`src/rtl/stopwatch_lap_timer.sv`:
```
// stopwatch_lap_timer
//   Minutes:seconds stopwatch with a built-in one-second prescaler, count-up
//   with configurable minute range, count-down with preload and expiry, and a
//   lap-capture register. Sits between the debounced control logic and the
//   display driver.
//
// Parameters
//   TICKS_PER_SEC  clock cycles per one-second tick (>= 1)
//   MIN_WIDTH      width of the minutes field
//   MAX_MIN        highest minute value before count-up wraps to 0:00
//
// Ports
//   clk, rst                 clock, asynchronous active-high reset
//   start, stop, clear, lap  control pulses (priority clear > load_en > stop > start)
//   mode_down                count direction, sampled on start from IDLE
//   load_en/load_min/sec     preset time, honoured in IDLE or PAUSED
//   minutes, seconds         current time
//   lap_minutes/seconds      captured time, lap_valid pulses the cycle after
//   wrap, expired            one-cycle event pulses
//   status                   00 IDLE, 01 RUNNING, 10 PAUSED, 11 EXPIRED
module stopwatch_lap_timer #(
  parameter int TICKS_PER_SEC = 4,
  parameter int MIN_WIDTH     = 8,
  parameter int MAX_MIN       = 99
) (
  input  logic                 clk,
  input  logic                 rst,
  input  logic                 start,
  input  logic                 stop,
  input  logic                 clear,
  input  logic                 lap,
  input  logic                 mode_down,
  input  logic                 load_en,
  input  logic [MIN_WIDTH-1:0] load_min,
  input  logic [5:0]           load_sec,
  output logic [MIN_WIDTH-1:0] minutes,
  output logic [5:0]           seconds,
  output logic [MIN_WIDTH-1:0] lap_minutes,
  output logic [5:0]           lap_seconds,
  output logic                 lap_valid,
  output logic                 wrap,
  output logic                 expired,
  output logic [1:0]           status
);

  localparam int PS_W = (TICKS_PER_SEC > 1) ? $clog2(TICKS_PER_SEC) : 1;
  localparam logic [PS_W-1:0]      PS_LAST  = PS_W'(TICKS_PER_SEC - 1);
  localparam logic [MIN_WIDTH-1:0] MIN_LAST = MIN_WIDTH'(MAX_MIN);
  localparam logic [5:0]           SEC_LAST = 6'd59;

  localparam logic [1:0] ST_IDLE    = 2'b00;
  localparam logic [1:0] ST_RUNNING = 2'b01;
  localparam logic [1:0] ST_PAUSED  = 2'b10;
  localparam logic [1:0] ST_EXPIRED = 2'b11;

  // Preset values are saturated so the time register never holds an
  // out-of-range value.
  function automatic logic [MIN_WIDTH-1:0] sat_min(input logic [MIN_WIDTH-1:0] m);
    return (m > MIN_LAST) ? MIN_LAST : m;
  endfunction

  function automatic logic [5:0] sat_sec(input logic [5:0] s);
    return (s > SEC_LAST) ? SEC_LAST : s;
  endfunction

  logic [1:0]           state_q, state_d;
  logic [PS_W-1:0]      presc_q, presc_d;
  logic                 mode_q, mode_d;
  logic [MIN_WIDTH-1:0] min_q, min_d;
  logic [5:0]           sec_q, sec_d;
  logic [MIN_WIDTH-1:0] lap_min_q, lap_min_d;
  logic [5:0]           lap_sec_q, lap_sec_d;
  logic                 lap_vld_q, lap_vld_d;
  logic                 wrap_q, wrap_d;
  logic                 expired_q, expired_d;

  always_comb begin
    state_d   = state_q;
    presc_d   = presc_q;
    mode_d    = mode_q;
    min_d     = min_q;
    sec_d     = sec_q;
    lap_min_d = lap_min_q;
    lap_sec_d = lap_sec_q;
    lap_vld_d = 1'b0;
    wrap_d    = 1'b0;
    expired_d = 1'b0;

    if (clear) begin
      state_d   = ST_IDLE;
      presc_d   = '0;
      min_d     = '0;
      sec_d     = '0;
      lap_min_d = '0;
      lap_sec_d = '0;
    end else begin
      // Lap captures the value visible this cycle, before any tick update.
      if (state_q == ST_RUNNING && lap) begin
        lap_min_d = min_q;
        lap_sec_d = sec_q;
        lap_vld_d = 1'b1;
      end

      case (state_q)
        ST_IDLE: begin
          if (load_en) begin
            min_d = sat_min(load_min);
            sec_d = sat_sec(load_sec);
          end else if (start && !stop &&
                       !(mode_down && min_q == '0 && sec_q == '0)) begin
            state_d = ST_RUNNING;
            mode_d  = mode_down;
            presc_d = '0;
          end
        end

        ST_PAUSED: begin
          if (load_en) begin
            min_d = sat_min(load_min);
            sec_d = sat_sec(load_sec);
          end else if (start && !stop) begin
            // Prescaler resumes from its held phase.
            state_d = ST_RUNNING;
          end
        end

        ST_RUNNING: begin
          // A stop freezes both prescaler and time on this edge.
          if (stop) begin
            state_d = ST_PAUSED;
          end else if (presc_q != PS_LAST) begin
            presc_d = presc_q + 1'b1;
          end else begin
            presc_d = '0;
            if (mode_q) begin
              // 0:01 (or an already-zero time resumed in down mode) expires.
              if (min_q == '0 && sec_q <= 6'd1) begin
                min_d     = '0;
                sec_d     = '0;
                state_d   = ST_EXPIRED;
                expired_d = 1'b1;
              end else if (sec_q == '0) begin
                sec_d = SEC_LAST;
                min_d = min_q - 1'b1;
              end else begin
                sec_d = sec_q - 6'd1;
              end
            end else begin
              if (sec_q == SEC_LAST) begin
                sec_d = '0;
                if (min_q == MIN_LAST) begin
                  min_d  = '0;
                  wrap_d = 1'b1;
                end else begin
                  min_d = min_q + 1'b1;
                end
              end else begin
                sec_d = sec_q + 6'd1;
              end
            end
          end
        end

        default: ; // EXPIRED: only clear or rst leaves
      endcase
    end
  end

  // ---- register stage ----
  always_ff @(posedge clk or posedge rst) begin
    if (rst) begin
      state_q   <= ST_IDLE;
      presc_q   <= '0;
      mode_q    <= 1'b0;
      min_q     <= '0;
      sec_q     <= '0;
      lap_min_q <= '0;
      lap_sec_q <= '0;
      lap_vld_q <= 1'b0;
      wrap_q    <= 1'b0;
      expired_q <= 1'b0;
    end else begin
      state_q   <= state_d;
      presc_q   <= presc_d;
      mode_q    <= mode_d;
      min_q     <= min_d;
      sec_q     <= sec_d;
      lap_min_q <= lap_min_d;
      lap_sec_q <= lap_sec_d;
      lap_vld_q <= lap_vld_d;
      wrap_q    <= wrap_d;
      expired_q <= expired_d;
    end
  end

  assign minutes     = min_q;
  assign seconds     = sec_q;
  assign lap_minutes = lap_min_q;
  assign lap_seconds = lap_sec_q;
  assign lap_valid   = lap_vld_q;
  assign wrap        = wrap_q;
  assign expired     = expired_q;
  assign status      = state_q;

endmodule

```
`config.mk`:
```
export PLATFORM = sky130hd
export DESIGN_NAME = stopwatch_lap_timer
export DESIGN_NICKNAME = d
export VERILOG_FILES = /design/src/rtl/stopwatch_lap_timer.sv
export SDC_FILE = /design/constraint.sdc
export NUM_CORES = 1
export LEC_CHECK = 0
export BUFFER_PORTS_ARGS = -buffer_cell sky130_fd_sc_hd__buf_4
export CAP_MARGIN = 20
export CORE_ASPECT_RATIO = 0.75
export CORE_MARGIN = 2
export CORE_UTILIZATION = 48
export CTS_CLUSTER_DIAMETER = 30
export DETAILED_ROUTE_END_ITERATION = 12
export PLACE_DENSITY = 0.76
export REMOVE_ABC_BUFFERS = 1
export SETUP_SLACK_MARGIN = 0.5
export SYNTH_ARGS = -nofsm -noshare
export SYNTH_HDL_FRONTEND = slang
export SYNTH_SLANG_ARGS = --single-unit
```
`constraint.sdc`:
```
create_clock -name clk -period 2.3 [get_ports clk]
set_input_delay 0.115 -clock clk [delete_from_list [all_inputs] [get_ports clk]]
set_output_delay 0.115 -clock clk [all_outputs]
set_load 0.05 [all_outputs]
```
==> metrics.cfg, run 1 <==
[critical_path]
worstPathMaxFanout=4
crit_start=minutes[5]
rrSetupSlack_ns=0.13
reg2reg_to=minutes[7]
reg2reg_from=minutes[5]
required_ns=2.53
cpLargestDelayFamily=simple AND/OR/NAND/NOR gates
slowest_stage=or4_4
rr_worst_depth=5
crit_arrival_ns=2.40
path_buf_inv=0
cp_cell_sequence=or4_4 > o41ai_4 > o211ai_2 > or4_1 > o21ai_1
path_class=register to register
crit_end=minutes[7]
start_kind=register
slowest_delay_ns=0.59
end_kind=register
worst-path-stages=5

[timing]
rsz0062_at_grt=yes
finalMaxSlewViolations=0
clock_skew_ns=0.00755
finalCritPeriodShare_pct=94.3
hold_viol_final=0
finalSetupViolations=0
setup_tns_ns=0
min_period_ns=2.17
max_freq_ghz=0.461
worst_slew_pin_slew_ns=0.673
finalWorstSetupSlack_ns=0.132
relSlewSlack_pct=55.2

[clock_tree]
cts_tree=built
cts_root_buffer=clkbuf_8
clk_pin_slew_ns=0.07
cts.sink_count=36
clkLatencyLatePin_ns=0.31
cts_htree_levels=2
clockBufferDepth=2
cts_buffers=5

[drt]
routed_wl_mm=7.54
drtAntennaViolNets=0
firstDrtPassIters=5
drtIter0Drc=201
drc_errors=0
post_drt_wl_per_cell_um=19.0
num_vias=2533
vias_per_cell=6.40

[synth]
ys_seq_area_share_pct=39.3
synth_flop_cell=dfrtp_1
yosys.area_share.simple_pct=19.7
synth_top_family_by_area=compound AO/OA/AOI/OAI gates
async_flop_share_pct=100
synth_edf_count=0
synth_seq_cells=36
yosys_warnings=0
synth_compound_area_share_pct=27.7
synth_xor_area_share_pct=1.53
synth.distinct_cells=54
synthMuxAreaShare_pct=2.35
synth_adder_area_share_pct=4.37
syn_avg_cell_area_um2=9.20
synthCells=249
syn-cell-area_mm2=0.00229

[cells_and_area]
areaGrowthSynthToFinish_pct=44.4
nNetsFinal=368
final_util_pct=73.2
final_area_mm2=0.00331
fillerInstances=312
antenna-diode-count=0
drive_gt1_share_pct=42.5

[worst_hold_path]
hp-class=input pin to register

[placed_design]
placed_area_mm2=0.00292
gp_congestion=0.912
portBuffers=54
hpwl_mm=5.01
dp_slack_ns=0.0866

[die]
die_area_mm2=0.00535
fp-row-count=21
die-height_um=63.8
start_util_pct=50.7
core_mm2=0.00452
ios=55
die_x_um=83.8

[global_routing]
grt_pass1_wl_mm=11.4
grt_max_degree=37
gr-usage-all-layers_pct=27.8
first_global_vias=2179
antenna_found_initial=0
overflow=0

[pwr]
peakVddDrop_uv=347
power_leakage_nw=1.48
p_per_area_mw_per_mm2=601

[outcome]
status=finished clean

[job]
cap_violations=0

[cell families after synthesis]
logic type	after synthesis
buf+inv	28
flops	36
simple gates	82
compound gates	86
xor+xnor	4
mux	5
fa+ha+maj	8
[worst min-delay path by stage]
stage / depth (start not counted) / to / slack [ns] / from
floorplan: 1 / status[1] / 0.18 / clear
global placement: 3 / lap_valid / 0.25 / rst
detailed placement: 3 / lap_minutes[7] / 0.25 / rst
CTS: 2 / mode_q / 0.06 / mode_down
global route: 2 / mode_q / 0.07 / mode_down
finish: 2 / mode_q / 0.07 / mode_down
[synth_stat cells, types with 2 or more instances]
| cell | n | share of area, % |
|---|---|---|
| a311o_1 | 2 | 0.87 |
| o22ai_1 | 4 | 1.1 |
| a32oi_1 | 2 | 0.76 |
| nor4_1 | 4 | 1.1 |
| inv_1 | 14 | 2.3 |
| a221o_1 | 2 | 0.87 |
| o21ai_0 | 17 | 3.7 |
| a31o_2 | 2 | 0.76 |
| o311ai_0 | 2 | 0.76 |
| nand2_1 | 11 | 1.8 |
| ha_1 | 8 | 4.4 |
| mux2_2 | 3 | 1.5 |
| nor2b_1 | 7 | 1.9 |
| mux2i_1 | 2 | 0.87 |
| or4_1 | 2 | 0.66 |
| nor2_1 | 23 | 3.8 |
| nand3_1 | 5 | 1.1 |
| a31oi_1 | 12 | 3.3 |
| nand3b_1 | 2 | 0.66 |
| o31a_1 | 2 | 0.76 |
| nand2b_1 | 4 | 1.1 |
| nor3_1 | 6 | 1.3 |
| or3b_2 | 4 | 1.5 |
| clkbuf_1 | 12 | 2.0 |
| or4_4 | 2 | 0.98 |
| nor3b_1 | 3 | 0.98 |
| a22o_1 | 15 | 5.7 |
| xnor2_1 | 3 | 1.1 |
| a22oi_1 | 3 | 0.98 |
| a21oi_1 | 8 | 1.7 |
| dfrtp_1 | 36 | 39 |
| o21a_1 | 3 | 0.98 |
| or3_1 | 2 | 0.55 |
| and4_1 | 2 | 0.76 |
[where the power goes]
group,switching [mW],internal (mW),total [mW]
Combinational,0.423,0.292,0.715
Clock,0.262,0.321,0.582
Sequential,0.0286,0.663,0.692
[through the flow]
stage               cells  power [mW]  hold WS (ns)
detailed placement    374        1.30         0.252
finish                396        1.99        0.0653
global route          396        2.06        0.0726
global placement      374        1.29         0.250
CTS                   392        1.92        0.0644
floorplan             235        1.07         0.181
[cell type report]
type	count	area, um2	area share [%]
multi-input combinational	185	1420	43.0
inverter	14	52.6	1.59
clock inverter	3	42.5	1.29
tap	57	71.3	2.16
clock buffer	5	68.8	2.08
timing repair buffer	96	746	22.5
sequential	36	905	27.3
[cell usage in the layout (no fill, tap or decap), types with 3 or more instances in the layout]
cell      synthesis  layout
inv_2             0       3
buf_4             0      89
nor2_1           23      20
dfrtp_2           0       3
a21oi_1           8       6
xnor2_1           3       3
dfrtp_1          36      33
ha_1              8       4
or4_4             2       3
a31oi_1          12      11
ha_4              0       4
nor3_1            6       5
o22ai_1           4       4
a22o_1           15      15
nand2b_1          4       4
inv_1            14      11
clkbuf_8          0       5
nor2b_1           7       7
or3b_2            4       3
mux2_2            3       3
o21ai_0          17      15
buf_6             1       6
nand3_1           5       4
o21a_1            3       3
nand2_1          11      11
[timing repair]
item / in CTS / in global routing
hold endpoints to repair: 36 / 0
gates resized for setup: 24 / 23
pin swaps: 8 / 8
cloned: 1 / 0
setup buffers: 8 / 4
hold buffers: 1 / 0
endpoints found under the setup margin: 32 / 19
[layer usage]
| layer | global-route usage (%) | up-vias | share of wire (%) |
|---|---|---|---|
| met4 | 10.3 | 0 | 2.9 |
| met3 | 6.07 | 31 | 10 |
| met5 | 0 | - | 0 |
| met2 | 39.5 | 171 | 43 |
| met1 | 41.6 | 1206 | 44 |
| li1 | - | 1125 | - |
[flip-flops by register name (all words and copies together), names as in the netlist]
signal,count
lap_minutes,8
minutes,8
lap_seconds,6
seconds,6
presc_q,2
status,2
expired,1
lap_valid,1
mode_q,1
wrap,1
(Power assumes the default switching activity.)
==> inputs of run 2 (changes only) <==
--- a/config.mk
+++ b/config.mk
@@ -12,6 +12,8 @@
 export CORE_UTILIZATION = 48
 export CTS_CLUSTER_DIAMETER = 30
 export DETAILED_ROUTE_END_ITERATION = 12
+export HOLD_SLACK_MARGIN = 0.08
+export MAX_ROUTING_LAYER = met4
 export PLACE_DENSITY = 0.76
 export REMOVE_ABC_BUFFERS = 1
 export SETUP_SLACK_MARGIN = 0.5
==> metrics.cfg, run 2 (synthesis results as in run 1) <==
[global_routing]
first_global_vias=2170
overflow=0
gr-usage-all-layers_pct=28.7
grt_pass1_wl_mm=11.5
antenna_found_initial=0
grt_max_degree=37

[worst_hold_path]
hp-class=input pin to register
hold_depth=3

[critical_path]
path_class=register to register
slowest_delay_ns=0.51
start_kind=register
rr_worst_depth=7
end_kind=register
worstPathMaxFanout=3
crit_arrival_ns=2.39
crit_start=minutes[1]
cp_cell_sequence=inv_2 > ha_4 > or3b_4 > o41ai_4 > o211ai_2 > or4_1 > o21ai_1
reg2reg_from=minutes[1]
crit_end=minutes[7]
reg2reg_to=minutes[7]
slowest_stage=or4_1
required_ns=2.53
rrSetupSlack_ns=0.14

[placed_design]
dpl.cell_count=374
gp_congestion=0.928
placed_area_mm2=0.00292
hpwl_mm=5.01
portBuffers=54
dp_slack_ns=0.0866

[drt]
drc_errors=0
post_drt_wl_per_cell_um=18.9
drtAntennaViolNets=0
vias_per_cell=6.23
drtIter0Drc=228
firstDrtPassIters=4
routed_wl_mm=7.50
num_vias=2475

[timing]
rsz0062_at_grt=yes
max_freq_ghz=0.463
finalSetupViolations=0
clock_skew_ns=0.00966
hold_viol_final=0
finalCritPeriodShare_pct=94.0
min_period_ns=2.16
relSlewSlack_pct=56.1
finalWorstSetupSlack_ns=0.139
finalMaxSlewViolations=0
worst_slew_pin_slew_ns=0.659

[job]
cap_violations=0

[die]
die_x_um=83.8
start_util_pct=50.7
die-height_um=63.8
fp-row-count=21
die_area_mm2=0.00535
core_mm2=0.00452
ios=55

[cells_and_area]
nNetsFinal=369
areaGrowthSynthToFinish_pct=44.8
final_cell_mix=89 x buf_4, 33 x dfrtp_1, 20 x nor2_1
final_area_mm2=0.00332
final_util_pct=73.4
antenna-diode-count=0
final_common_cell=buf_4
final_cell_count_no_fill=397
drive_gt1_share_pct=42.4

[pwr]
peakVddDrop_uv=348
power_leakage_nw=1.48
p_per_area_mw_per_mm2=600
fin_total_pwr_mw=1.99

[clock_tree]
clockBufferDepth=2
clkLatencyLatePin_ns=0.31
cts_htree_levels=2
cts_tree=built
cts_buffers=5
cts.sink_count=36
clk_pin_slew_ns=0.09
cts_root_buffer=clkbuf_8

[outcome]
status=finished clean

## run 2: how the worst min path moves through the flow
stage | from | endpoint | slack (ns)
finish | load_sec[3] | seconds[3] | 0.09
global route | clear | status[0] | 0.10
CTS | load_sec[3] | seconds[3] | 0.09
detailed placement | rst | lap_minutes[7] | 0.25
global placement | rst | lap_valid | 0.25
floorplan | clear | status[1] | 0.18
## run 2: critical path: cells and delay by family, from the launching register on
family	cells	cell delay [ns]
AOI/OAI and AO/OA	3	0.54
adders and majority gates	1	0.12
buffers and inverters	1	0.09
DFF	1	0.42
and+or+nand+nor	2	0.91
## run 2: metrics by stage
step	setup TNS, ns	hold WS [ns]
detailed placement	0	0.252
global route	0	0.104
global placement	0	0.250
CTS	0	0.0885
finish	0	0.0904
floorplan	-0.827	0.181
## run 2: repair_timing
action / CTS / global route
setup endpoints to repair: 32 / 19
resized for setup: 24 / 23
hold endpoints to repair: 37 / 0
hold buffers: 2 / 0
pin swaps: 8 / 8
setup buffers: 8 / 4
cloned: 1 / 0
## run 2: report_power, final
group          leakage, nW  internal [mW]  switching, mW
registers            0.479          0.663         0.0282
logic                0.948          0.293          0.423
clock network       0.0541          0.321          0.262
## run 2: layer usage
metal  wire length [um]  global-route usage, %  up-vias
met5                  0                      -        -
li1                   -                      -     1125
met3                691                   6.07       30
met1               3330                   42.1     1170
met2               3240                   39.1      150
met4                239                   10.3        0
## run 2: layout make-up
type                    instances  area [um2]
multi-input cells             185        1420
fillers                       311        1200
flip-flops and latches         36         905
repair buffers                 97         756
well taps                      57        71.3
clock buffers                   5        68.8
inverters                      14        52.6
clock inverters                 3        42.5
